`src/rtl/risc_controller.sv`:
```
// risc_controller: eight-phase fetch/decode/execute sequencer for the 8-bit
// accumulator CPU. A free-running phase counter is decoded together with the
// current opcode and the ALU zero flag into memory, IR, PC and accumulator
// strobes. HLT freezes the sequencer in OP_ADDR until rst_n is asserted.
module risc_controller (
  input  logic       clk,
  input  logic       rst_n,
  input  logic [2:0] opcode,
  input  logic       zero,
  output logic       sel,
  output logic       rd,
  output logic       ld_ir,
  output logic       inc_pc,
  output logic       ld_pc,
  output logic       ld_ac,
  output logic       wr,
  output logic       data_e,
  output logic       halt,
  output logic [2:0] phase
);

  localparam logic [2:0] PH_INST_ADDR  = 3'd0;
  localparam logic [2:0] PH_INST_FETCH = 3'd1;
  localparam logic [2:0] PH_INST_LOAD  = 3'd2;
  localparam logic [2:0] PH_IDLE       = 3'd3;
  localparam logic [2:0] PH_OP_ADDR    = 3'd4;
  localparam logic [2:0] PH_OP_FETCH   = 3'd5;
  localparam logic [2:0] PH_ALU_OP     = 3'd6;
  localparam logic [2:0] PH_STORE      = 3'd7;

  localparam logic [2:0] OP_HLT = 3'd0;
  localparam logic [2:0] OP_SKZ = 3'd1;
  localparam logic [2:0] OP_ADD = 3'd2;
  localparam logic [2:0] OP_AND = 3'd3;
  localparam logic [2:0] OP_XOR = 3'd4;
  localparam logic [2:0] OP_LDA = 3'd5;
  localparam logic [2:0] OP_STO = 3'd6;
  localparam logic [2:0] OP_JMP = 3'd7;

  logic [2:0] r_phase;
  logic       r_halted;
  logic       w_aluop;
  logic       w_is_hlt;
  logic       w_hlt_decode;
  logic       w_set_halt;
  logic       w_hold;

  // Opcodes that read an operand and write the accumulator.
  assign w_aluop = (opcode == OP_ADD) || (opcode == OP_AND) ||
                   (opcode == OP_XOR) || (opcode == OP_LDA);
  assign w_is_hlt = (opcode == OP_HLT);
  // HLT is decoded while sitting in OP_ADDR.
  assign w_hlt_decode = (r_phase == PH_OP_ADDR) && w_is_hlt;
  // Latch halt on the edge entering OP_ADDR; the OP_ADDR term also catches
  // an HLT that only becomes visible once already in OP_ADDR.
  assign w_set_halt = ((r_phase == PH_IDLE) && w_is_hlt) || w_hlt_decode;
  // Once halted (or halting) the phase is parked at OP_ADDR.
  assign w_hold = r_halted || w_hlt_decode;

  // Phase counter and sticky halted flag.
  always_ff @(posedge clk or negedge rst_n) begin
    if (!rst_n) begin
      r_phase  <= PH_INST_ADDR;
      r_halted <= 1'b0;
    end else begin
      if (w_hold) begin
        r_phase <= PH_OP_ADDR;
      end else begin
        r_phase <= r_phase + 3'd1;
      end
      r_halted <= r_halted | w_set_halt;
    end
  end

  // Strobe decode from the phase, opcode and zero flag; silent while halted.
  always_comb begin
    sel    = 1'b0;
    rd     = 1'b0;
    ld_ir  = 1'b0;
    inc_pc = 1'b0;
    ld_pc  = 1'b0;
    ld_ac  = 1'b0;
    wr     = 1'b0;
    data_e = 1'b0;
    halt   = r_halted | w_hlt_decode;
    if (r_halted) begin
      sel = 1'b0;
    end else begin
      case (r_phase)
        PH_INST_ADDR: begin
          sel = 1'b1;
        end
        PH_INST_FETCH: begin
          sel = 1'b1;
          rd  = 1'b1;
        end
        PH_INST_LOAD, PH_IDLE: begin
          sel   = 1'b1;
          rd    = 1'b1;
          ld_ir = 1'b1;
        end
        PH_OP_ADDR: begin
          inc_pc = !w_is_hlt;
        end
        PH_OP_FETCH: begin
          rd = w_aluop;
        end
        PH_ALU_OP: begin
          rd     = w_aluop;
          inc_pc = (opcode == OP_SKZ) && zero;
          ld_pc  = (opcode == OP_JMP);
          data_e = (opcode == OP_STO);
        end
        PH_STORE: begin
          rd     = w_aluop;
          ld_ac  = w_aluop;
          ld_pc  = (opcode == OP_JMP);
          wr     = (opcode == OP_STO);
          data_e = (opcode == OP_STO);
        end
        default: begin
          sel = 1'b0;
        end
      endcase
    end
  end

  assign phase = r_phase;

endmodule

```
`config.mk`:
```
export PLATFORM = sky130hd
export DESIGN_NAME = risc_controller
export DESIGN_NICKNAME = d
export VERILOG_FILES = /design/src/rtl/risc_controller.sv
export SDC_FILE = /design/constraint.sdc
export NUM_CORES = 1
export LEC_CHECK = 0
export ABC_AREA = 0
export CORE_AREA = 2 2 39 41
export CTS_CLUSTER_SIZE = 16
export DETAILED_ROUTE_END_ITERATION = 6
export DIE_AREA = 0 0 41 43
export PLACE_DENSITY = 0.66
export SLEW_MARGIN = 30
export SYNTH_ARGS = -nofsm -noshare
export SYNTH_HDL_FRONTEND = slang
export SYNTH_SLANG_ARGS = --single-unit
```
`constraint.sdc`:
```
create_clock -name clk -period 1.95 [get_ports clk]
set_input_delay 0.585 -clock clk [delete_from_list [all_inputs] [get_ports clk]]
set_output_delay 0.585 -clock clk [all_outputs]
set_load 0.02 [all_outputs]
```
# Word-level counts from Yosys, hierarchy flattened
# Cells that the tools add are included.
[classes]
n_mux = 17
add_sub_neg = 1
n_eq_ne = 14
bitwise_logic = 2
reduce_logical = 16
[op_table]
columns = ["cell", "n"]
rows = [
  ["$eq A3 B3 Y1 const B", 8],
  ["$mux W1", 14],
  ["$eq A3 B2 Y1 const B", 4],
  ["$eq A3 B1 Y1 const B", 2],
  ["$logic_not A3 Y1", 2],
  ["$reduce_or A3 Y1", 2],
  ["$logic_or A1 B1 Y1", 5],
  ["$pmux W1 S2", 2],
  ["$reduce_or A2 Y1", 2],
  ["$reduce_or A4 Y1", 1],
  ["$add A3 B1 Y3 const B", 1],
  ["$logic_and A1 B1 Y1", 3],
  ["$mux W3", 1],
  ["$or A1 B1 Y1", 2],
  ["$logic_not A1 Y1", 1],
]
[word_totals]
inputBits = 6
out_inout_bits = 12
ff_bits = 4
word_cells = 52

# Logic depth before layout (Yosys ltp)
[depth]
ltp_word = 6
depth_mapped = 5
ltp_nobuf = 5

# Least setup slack after synthesis
# No wires, ideal clock.
[synth_path]
kind = "register to output"
from = "register r_phase[0], in the netlist phase[0]"
to = "output port ld_pc"
arrival_ns = 1.726
path_stages_with_launch = 5
required_ns = 1.365
setup_slack_ns = -0.361
n_path_buf = 0
path_cell_list = "dfrtp_1 ha_1 ha_1 a21oi_1 nor4b_1"
[synth_via]
elab_chain_cells = 4
word_cells_on_any_way = 5
cone_classes = "eq/ne: 2; mux: 2; reduce/logical: 1"
[synth_lines]
columns = ["element", "line_no", "text"]
rows = [
  ["start: declaration", "40", "logic [2:0] r_phase;"],
  ["start signal: assignment", "69", "r_phase <= r_phase + 3'd1;"],
  ["$eq A3 B3 Y1", "89", "case (r_phase)"],
  ["$reduce_or A2 Y1 (no source line) (*)", "-", ""],
  ["$mux W1 (*)", "-", ""],
  ["$mux W1 (*)", "86", "if (r_halted) begin"],
  ["end: declaration", "14", "output logic ld_pc,"],
]
# Every way passes the cells marked *; elsewhere a longest branch is shown, timed or not.

# Worst setup path in the final report
[layout_path]
from = "register r_phase[0], in the netlist phase[0]"
to = "output port inc_pc"
[layout_via]
elab_chain_cells = 3
word_cells_on_any_way = 4
cone_classes = "eq/ne: 2; mux: 2"
[layout_lines]
columns = ["element", "line_no", "text"]
rows = [
  ["$eq A3 B3 Y1", "89", ""],
  ["$pmux W1 S2 (*)", "89", ""],
  ["$mux W1 (*)", "86", ""],
  ["end: declaration", "13", "output logic inc_pc,"],
]
# Marked as above.

==> results.toml <==
[cells_and_area]
layout.nets = 92
fin_util = 0.578
diodes = 0
regArea_sq_um = 104
fill_cells = 134
multiInputGateArea_sq_um = 325
layout-drive-gt1-share = 0.650
fin_area_sq_um = 800
syn2layout_area_growth_pct = 144

[clock_tree]
numCtsBuffers = 3
cts_sinks = 4
cts-root-buf = "clkbuf_4"
clk_pin_slew_ns = 0.04
clock_path_buffers = 2
worstSkewPairLatency_ns = 0.24
htreeDepth = 1
cts_tree = "yes"

[die]
core.rowCount = 14
start_util = 0.237
die_area_sq_mm = 0.00176
die_w_um = 41
fp.dieH_um = 43
io_pins = 18
core-area_sq_mm = 0.00138

[synth]
synth_cell_type_count = 20
synth_edf_count = 0
synth.area.top_cells = "dfrtp_1, ha_1, inv_1"
syn_area_sq_um = 328
synth-simple-area-share = 0.279
synth.top_cells.by_count = "ha_1, inv_1, dfrtp_1, nand2_1, nor2_1"
synthCells = 38
yosysSeqAreaShare = 0.305
synth-xor-area-share = 0.0267
yosys_warnings = 0
synth_top_family_by_area = "simple AND/OR/NAND/NOR gates"
ys.flop_type = "dfrtp_1"
ys_ff_latch = 4
synthesis.nets = 49
syn-mean-instance-area_sq_um = 8.63
synth-compound-area-share = 0.130
muxShareOfSynthArea = 0
async_flop_share = 1.00
netlist.area_leader.share = 0.305
synthAdderAreaFrac = 0.191
yosysTopAreaCell = "dfrtp_1"

[routing]
via_per_inst = 4.45
detail-route-antenna-nets = 0
routed_wl_um = 1030
drc = 0
vias = 427
first_pass_iters = 2
drt_iter0_drc = 1
wl_per_cell_um = 10.7

[grt]
grt_pass1_vias = 403
grt_pass1_wl_um = 1550
grt-ovfl-total = 0
antenna_found_initial = 0
grt_usage = 0.133
grt_max_degree = 10

[flow_run]
max-cap-violations = 0

[sta]
setup_viol = 8
skew_ns = 0.00614
clock.fmax_mhz = 465
maxSlewViolCount = 0
period_share = 1.10
worst_slack_ns = -0.201
rsz0062_at_grt = "true"
final.min_clock_period_ns = 2.15
relSlewSlack = 0.838
hold_viol_final = 0
tightest_slew_ns = 0.242

[placement]
detailedPlace.worstSlack_ns = -0.997
gp_congestion = 0.696
post-dp-hpwl_um = 829
io_buffer_count = 17
postPlaceCellArea_sq_um = 691

[worst_setup_path]
cp-start-kind = "flop"
path_class = "flop to output port"
cp.arrival_ns = 1.57
crit_path_max_fanout = 2
critPathCaptureType = "output port"
crit_required_ns = 1.36

[pwr]
ir_drop_uv = 269
power_density_mw_per_mm2 = 346
total_leakage_power_nw = 0.363

[min_path]
hold_class = "primary input to asynchronous set/reset pin"

[outcome]
violations = "setup timing"
outcome = "finished with violations"
-- metal layers --
metal	track usage	wire [um]
met1	0.130	400
met2	0.228	564
met3	0.0366	67
met4	0.0800	0
met5	0	0
-- layout by cell type (no fill, tap or decap) --
master,instances
a211oi_1,1
a21oi_2,1
a21oi_4,1
a311oi_1,1
a31oi_2,1
and2_1,1
buf_2,4
buf_4,25
buf_6,3
clkbuf_1,1
clkbuf_4,3
clkdlybuf4s15_1,1
clkdlybuf4s50_1,1
dfrtp_1,1
dfrtp_2,3
dlygate4sd2_1,5
ha_1,1
ha_4,4
inv_1,4
inv_2,1
nand2_1,4
nand2b_1,1
nand4_1,1
nor2_1,4
nor3_2,1
nor3_4,1
nor4_4,2
nor4b_2,1
o32a_1,1
xnor2_2,1
-- metrics by stage --
stage	power, mW	std cells	hold WS [ns]	setup TNS [ns]
final	0.277	96	0.552	-1.07
after floorplan	0.116	38	0.289	-0.256
after detailed placement	0.160	87	0.632	-6.06
after global routing	0.300	96	0.550	-1.60
after global placement	0.159	87	0.637	-6.00
after CTS	0.283	95	0.545	-0.981
-- path summary, 6_finish.rpt --
check | start | end | slack (ns) | depth (start not counted)
worst max-delay path | phase[0] | inc_pc | -0.20 | 6
worst min-delay path | rst_n | phase[0] | 0.55 | 1
worst max register to register | phase[0] | phase[1] | 0.53 | 7
worst min register to register | r_halted | phase[0] | 0.61 | 1
max in group asynchronous | rst_n | r_halted | 1.21 | 1
min in group clk | r_halted | phase[0] | 0.61 | 1
-- where the power goes --
| part | total [mW] | leakage, nW | switching, mW | internal (mW) |
|---|---|---|---|---|
| combinational | 0.0721 | 0.307 | 0.0326 | 0.0395 |
| clock | 0.112 | 0.0150 | 0.0353 | 0.0769 |
| sequential | 0.0923 | 0.0418 | 0.00593 | 0.0864 |
| total | 0.277 | 0.363 | 0.0739 | 0.203 |
-- cell type report --
type                    count  area share
flip-flops and latches      4       0.130
clock buffers               4      0.0329
repair buffers             39       0.382
well taps                  16      0.0250
inverters                   5      0.0235
multi-input cells          28       0.407
-- critical path, stage by stage (launching register included) --
cell and delay, ns:
dfrtp_2 0.41, inv_2 0.08, ha_4 0.13, nand4_1 0.09, o32a_1 0.32, nor4_4 0.12
buf_4 0.17
-- sequential cells by signal (all words and copies together), names as in the netlist --
signal and cells:
phase 3, r_halted 1
-- cells by family after synthesis --
group / count (synthesis)
simple gates: 16
compound gates: 6
buf+inv: 6
fa+ha+maj: 5
flops: 4
xor+xnor: 1
-- what timing repair did --
| item | in CTS | in global routing |
|---|---|---|
| pin swaps | 11 | 0 |
| setup endpoints to repair | 12 | 8 |
| hold buffers | 0 | 0 |
| setup buffers | 4 | 1 |
| resized for setup | 71 | 1 |
(Power assumes the default switching activity.)
